===== src/rtl/alu_cmd_sequencer.sv =====
// alu_cmd_sequencer: buffers ALU commands, issues them under result-FIFO credit, and returns op-tagged results in order.
module alu_cmd_sequencer #(
  parameter int LATENCY   = 2,
  parameter int CMD_DEPTH = 4,
  parameter int RES_DEPTH = 4
) (
  input  logic       clk,
  input  logic       rst,
  input  logic       in_valid,
  output logic       in_ready,
  input  logic [2:0] in_op,
  input  logic [3:0] in_a,
  input  logic [3:0] in_b,
  output logic [2:0] alu_op,
  output logic [3:0] alu_a,
  output logic [3:0] alu_b,
  output logic       alu_issue,
  input  logic [7:0] alu_result,
  output logic       out_valid,
  input  logic       out_ready,
  output logic [7:0] out_result,
  output logic [2:0] out_op
);
  localparam int CW = $clog2(CMD_DEPTH);
  localparam int RW = $clog2(RES_DEPTH);
  logic [2:0] c_op [CMD_DEPTH];
  logic [3:0] c_a [CMD_DEPTH];
  logic [3:0] c_b [CMD_DEPTH];
  logic [CW:0] c_wr, c_rd;
  logic [7:0] r_res [RES_DEPTH];
  logic [2:0] r_op [RES_DEPTH];
  logic [RW:0] r_wr, r_rd, outstanding;
  logic [LATENCY-1:0] t_v;
  logic [2:0] t_op [LATENCY];
  logic cmd_empty, cmd_full, push, issue, capture, pop;
  assign cmd_empty  = c_wr == c_rd;
  assign cmd_full   = c_wr == {~c_rd[CW], c_rd[CW-1:0]};
  assign in_ready   = !cmd_full && !rst;
  assign push       = in_valid && in_ready;
  // outstanding counts in-flight plus buffered results, so capture can never overflow
  assign issue      = !cmd_empty && outstanding < (RW+1)'(RES_DEPTH);
  assign capture    = t_v[LATENCY-1];
  assign out_valid  = r_wr != r_rd;
  assign pop        = out_valid && out_ready;
  assign out_result = r_res[r_rd[RW-1:0]];
  assign out_op     = r_op[r_rd[RW-1:0]];
  always_ff @(posedge clk) begin
    if (rst) begin
      c_wr        <= '0;
      c_rd        <= '0;
      r_wr        <= '0;
      r_rd        <= '0;
      outstanding <= '0;
      alu_op      <= '0;
      alu_a       <= '0;
      alu_b       <= '0;
      alu_issue   <= 1'b0;
      t_v         <= '0;
      for (int i = 0; i < LATENCY; i++) t_op[i] <= '0;
      for (int i = 0; i < RES_DEPTH; i++) begin
        r_res[i] <= '0;
        r_op[i]  <= '0;
      end
    end else begin
      if (push) begin
        c_op[c_wr[CW-1:0]] <= in_op;
        c_a[c_wr[CW-1:0]]  <= in_a;
        c_b[c_wr[CW-1:0]]  <= in_b;
        c_wr               <= c_wr + (CW+1)'(1);
      end
      if (issue) begin
        alu_op <= c_op[c_rd[CW-1:0]];
        alu_a  <= c_a[c_rd[CW-1:0]];
        alu_b  <= c_b[c_rd[CW-1:0]];
        c_rd   <= c_rd + (CW+1)'(1);
      end
      alu_issue <= issue;
      t_v[0]    <= issue;
      t_op[0]   <= c_op[c_rd[CW-1:0]];
      for (int i = 1; i < LATENCY; i++) begin
        t_v[i]  <= t_v[i-1];
        t_op[i] <= t_op[i-1];
      end
      if (capture) begin
        r_res[r_wr[RW-1:0]] <= alu_result;
        r_op[r_wr[RW-1:0]]  <= t_op[LATENCY-1];
        r_wr                <= r_wr + (RW+1)'(1);
      end
      if (pop) r_rd <= r_rd + (RW+1)'(1);
      outstanding <= outstanding + (RW+1)'(issue) - (RW+1)'(pop);
    end
  end
endmodule

===== config.mk =====
export PLATFORM = sky130hd
export DESIGN_NAME = alu_cmd_sequencer
export DESIGN_NICKNAME = d
export VERILOG_FILES = /design/src/rtl/alu_cmd_sequencer.sv
export SDC_FILE = /design/constraint.sdc
export NUM_CORES = 1
export LEC_CHECK = 0
export ABC_CLOCK_PERIOD_IN_PS = 3000
export CORE_ASPECT_RATIO = 0.8
export CORE_UTILIZATION = 40
export CTS_CLUSTER_SIZE = 25
export DETAILED_ROUTE_END_ITERATION = 6
export GPL_TIMING_DRIVEN = 0
export HOLD_SLACK_MARGIN = 0.02
export REMOVE_ABC_BUFFERS = 1
export SYNTH_ARGS = -nofsm -noshare
export SYNTH_HDL_FRONTEND = slang
export SYNTH_SLANG_ARGS = --single-unit
export TNS_END_PERCENT = 20

===== constraint.sdc =====
create_clock -name clk -period 3 [get_ports clk]
set_input_delay 0.45 -clock clk [delete_from_list [all_inputs] [get_ports clk]]
set_output_delay 0.45 -clock clk [all_outputs]
set_load 0.02 [all_outputs]

==> results.md <==
* Vias in the first global route at roughly 2800
* Startpoint types: flip-flop
* Number of cell rows at 36
* Post-route ant nets at 0
* Post-CTS Setup Bufs at 0
* Slew Limit Fails at 0
* Clk Latency, worst-skew pair at around 0.4 ns
* Arrival time worst endpoint at 2.39 ns
* CP Capture Type: primary output
* Dpl cell area at about 0.006 mm^2
* Routed WL at around 9400 um
* Fmax at approximately 350 MHz
* DR iter-0 viols at between 80 and 90
* Worst Path Required at roughly 2.6 ns
* Clock Path Buffers at 2
* Port Buffers at 47
* Top-count cell post-synth: edfxtp_1
* Maximum VDD drop at between 0.5 and 0.6 mV
* Synth Warn # at 0
* Xor and xnor area share after synthesis at under 10%
* Rel. slew slack at 46.5%
* Worst Tran Pin Value at 0.801 ns
* Crit Path Class: reg -> out
* CP Max Fanout at 11
* Hold WC Path Type: reg -> reg
* Worst hold slack at approximately 0.43 ns
* Die Height at ~100 um
* Asr flop ratio synth at 0%
* Routed len/inst at roughly 16 um
* Largest net degree at the start of global routing at 35
* Finished layout cell area at 0.00645 mm^2
* Synth top area share at 50.7%
* Flops & latches, synth at 126
* Synth top area cells: edfxtp_1 (51%), dfxtp_1 (15%), mux4_2 (9.5%), and2_1 (5.6%), mux2i_1 (2.3%)
* Global-route wire length before repair at roughly 15000 um
* Yosys top cell by area: edfxtp_1
* Final setup viols at 0
* Clock-pin slew on the worst setup and hold paths at ~0.05 ns
* Synth Area in Compound Gates at 2.25%
* Syn-to-layout area delta at 23.6%
* Post-Syn Area per Cell at 15.2 um^2
* Leak at roughly 2.3 nW
* # H-tree levels at 4
* Ys flop type: edfxtp_1
* Initial core utilization at roughly two fifths
* Final net count at ~430
* Die area at roughly 0.014 mm^2
* Max-cap viol count at 0
* CTS Buf Count at 17
* Hold Crit Depth at 1
* Post-Synth Adder-Cell Area at around 2.5%
* Post-synth EDFFs at slightly below 90
* Distinct cells, synth at 38
* Part of the Yosys area used for sequential elements at between 60% and 70%
* DR vias at 2846
* Post-synthesis mux area share at 13.6%
* Initial antenna violation count at 0
* Post-synthesis simple-gate area fraction at about an eighth
* Final GP Congestion at just under 0.8
* Main combinational cell family by area after synthesis: multiplexers
* Sink Count at between 100 and 150
* Power Density at roughly 900 mW/mm^2
* Fin Clk Skew at 0.00955 ns
* Status: completed
* Final Hold Viols at 0
* Worst r2r path cells at 10
* Share of cells above drive strength 1 at between 10% and 20%
* Period utilization at 94.7%
* Final worst path period need at roughly 2.8 ns
* Core ar. at 0.0124 mm^2
* Total Routing Usage GR at 14.8%
* Io pins at between 40 and 50
* Die Width at 130 um
* Vias/cell at just under 5
* Mapped Cells at approximately 340
* DRT Pass-1 Iters at 4
* CTS root buf: clkbuf_16
* Grt ovf at 0
* Final Non-Filler Cells at approximately 580
* RSZ-0062 raised after global routing: no
* DRC viols at 0
* Commonest cells post-synth: edfxtp_1 (88), and2_1 (47), dfxtp_1 (38)
* TritonCTS clock tree: done
* Detail Placement HPWL at just under 6000 um
* Mapped cell area at approximately 0.0052 mm^2
* DP Cell Count at between 500 and 600
* Antenna diode count at 0
final timing paths:
check	from	endpoint	slack (ns)
hold / removal	t_op[0][2]	t_op[0][5]	0.43
hold reg to reg	t_op[0][2]	t_op[0][5]	0.43
setup reg to reg	c_rd[1]	outstanding[2]	0.29
setup / recovery	flip-flop	out_op[1]	0.16
cell usage in the layout, fill, tap and decap left out, types with 2 or more instances in the layout:
cell type,instances
clkbuf_16,17
clkinvlp_4,6
mux2_2,7
nor3b_2,2
dfxtp_1,36
xnor2_1,9
and2_1,47
nand3_1,3
inv_1,11
a31oi_1,3
inv_6,2
clkdlybuf4s50_1,46
edfxtp_1,88
mux2i_1,12
ha_1,9
and3_1,4
nor2b_1,14
nor2_1,9
or2_2,3
nand2_1,24
mux4_2,22
bufinv_16,3
xor2_1,4
o311ai_0,3
clkinv_2,2
where the power goes:
| part | internal [mW] | total (mW) | leakage (nW) | switching [mW] |
|---|---|---|---|---|
| Sequential | 2.11 | 2.35 | 1.17 | 0.234 |
| Clock | 1.30 | 2.06 | 0.276 | 0.752 |
| Combinational | 0.766 | 1.43 | 0.866 | 0.664 |
flip-flops by register name, indices dropped and copies added (netlist names), 4 cells and up, named ones only:
register,cells
alu_a,4
c_a,16
c_b,16
c_op,12
r_op,12
t_op,6
alu_b,4
r_res,32
cell type report:
class / count / area [um^2]
Clock buffer: 18 / 429
Clock inverter: 14 / 168
Fill cell: 1052 / 5980
Inverter: 13 / 52.6
Multi-Input combinational cell: 189 / 1710
Sequential cell: 126 / 3410
Tap cell: 171 / 214
Timing Repair Buffer: 47 / 465
Timing Repair inverter: 1 / 5.00
metal layers:
metal / global-route usage [%] / vias to the layer above / wire length (um)
met5: 0 / - / 0
met4: 6.56 / 0 / 131
met3: 4.37 / 12 / 486
met2: 23.7 / 61 / 4600
met1: 18.4 / 1414 / 4170
li1: - / 1359 / -
worst max-delay path: stages, from the launching register on:
cell	delay (ns)
dfxtp_1	0.82
mux4_2	0.61
clkdlybuf4s50_1	0.56
repair_timing:
action,4_1_cts,5_1_grt
setup endpoints to repair,80,23
hold endpoints to repair,0,0
resized for setup,6,4
hold buffers,0,0
cloned,0,1
kinds of logic (layout without fill, tap and decap cells):
kind of cell / count (synthesis) / in the layout
muxes: 42 / 42
xor gates and xnor gates: 13 / 13
buffers and inverters: 29 / 93
and+or+nand+nor: 111 / 111
AOI/OAI and AO/OA: 13 / 13
DFF: 126 / 126
adders and majority gates: 10 / 10
per-stage QoR:
stage / util, % / worst slack (ns) / TNS [ns] / power, mW
detailed placement: 46.9 / -0.999 / -64.61 / 3.82
global placement: 46.9 / -0.969 / -60.07 / 3.80
global route: 51.9 / 0.0126 / 0 / 6.10
floorplan: - / 0.295 / 0 / 3.27
finish: 51.9 / 0.160 / 0 / 5.83
CTS: 51.8 / -0.0192 / -0.159 / 5.89
Power figures use the tool's default switching activity.
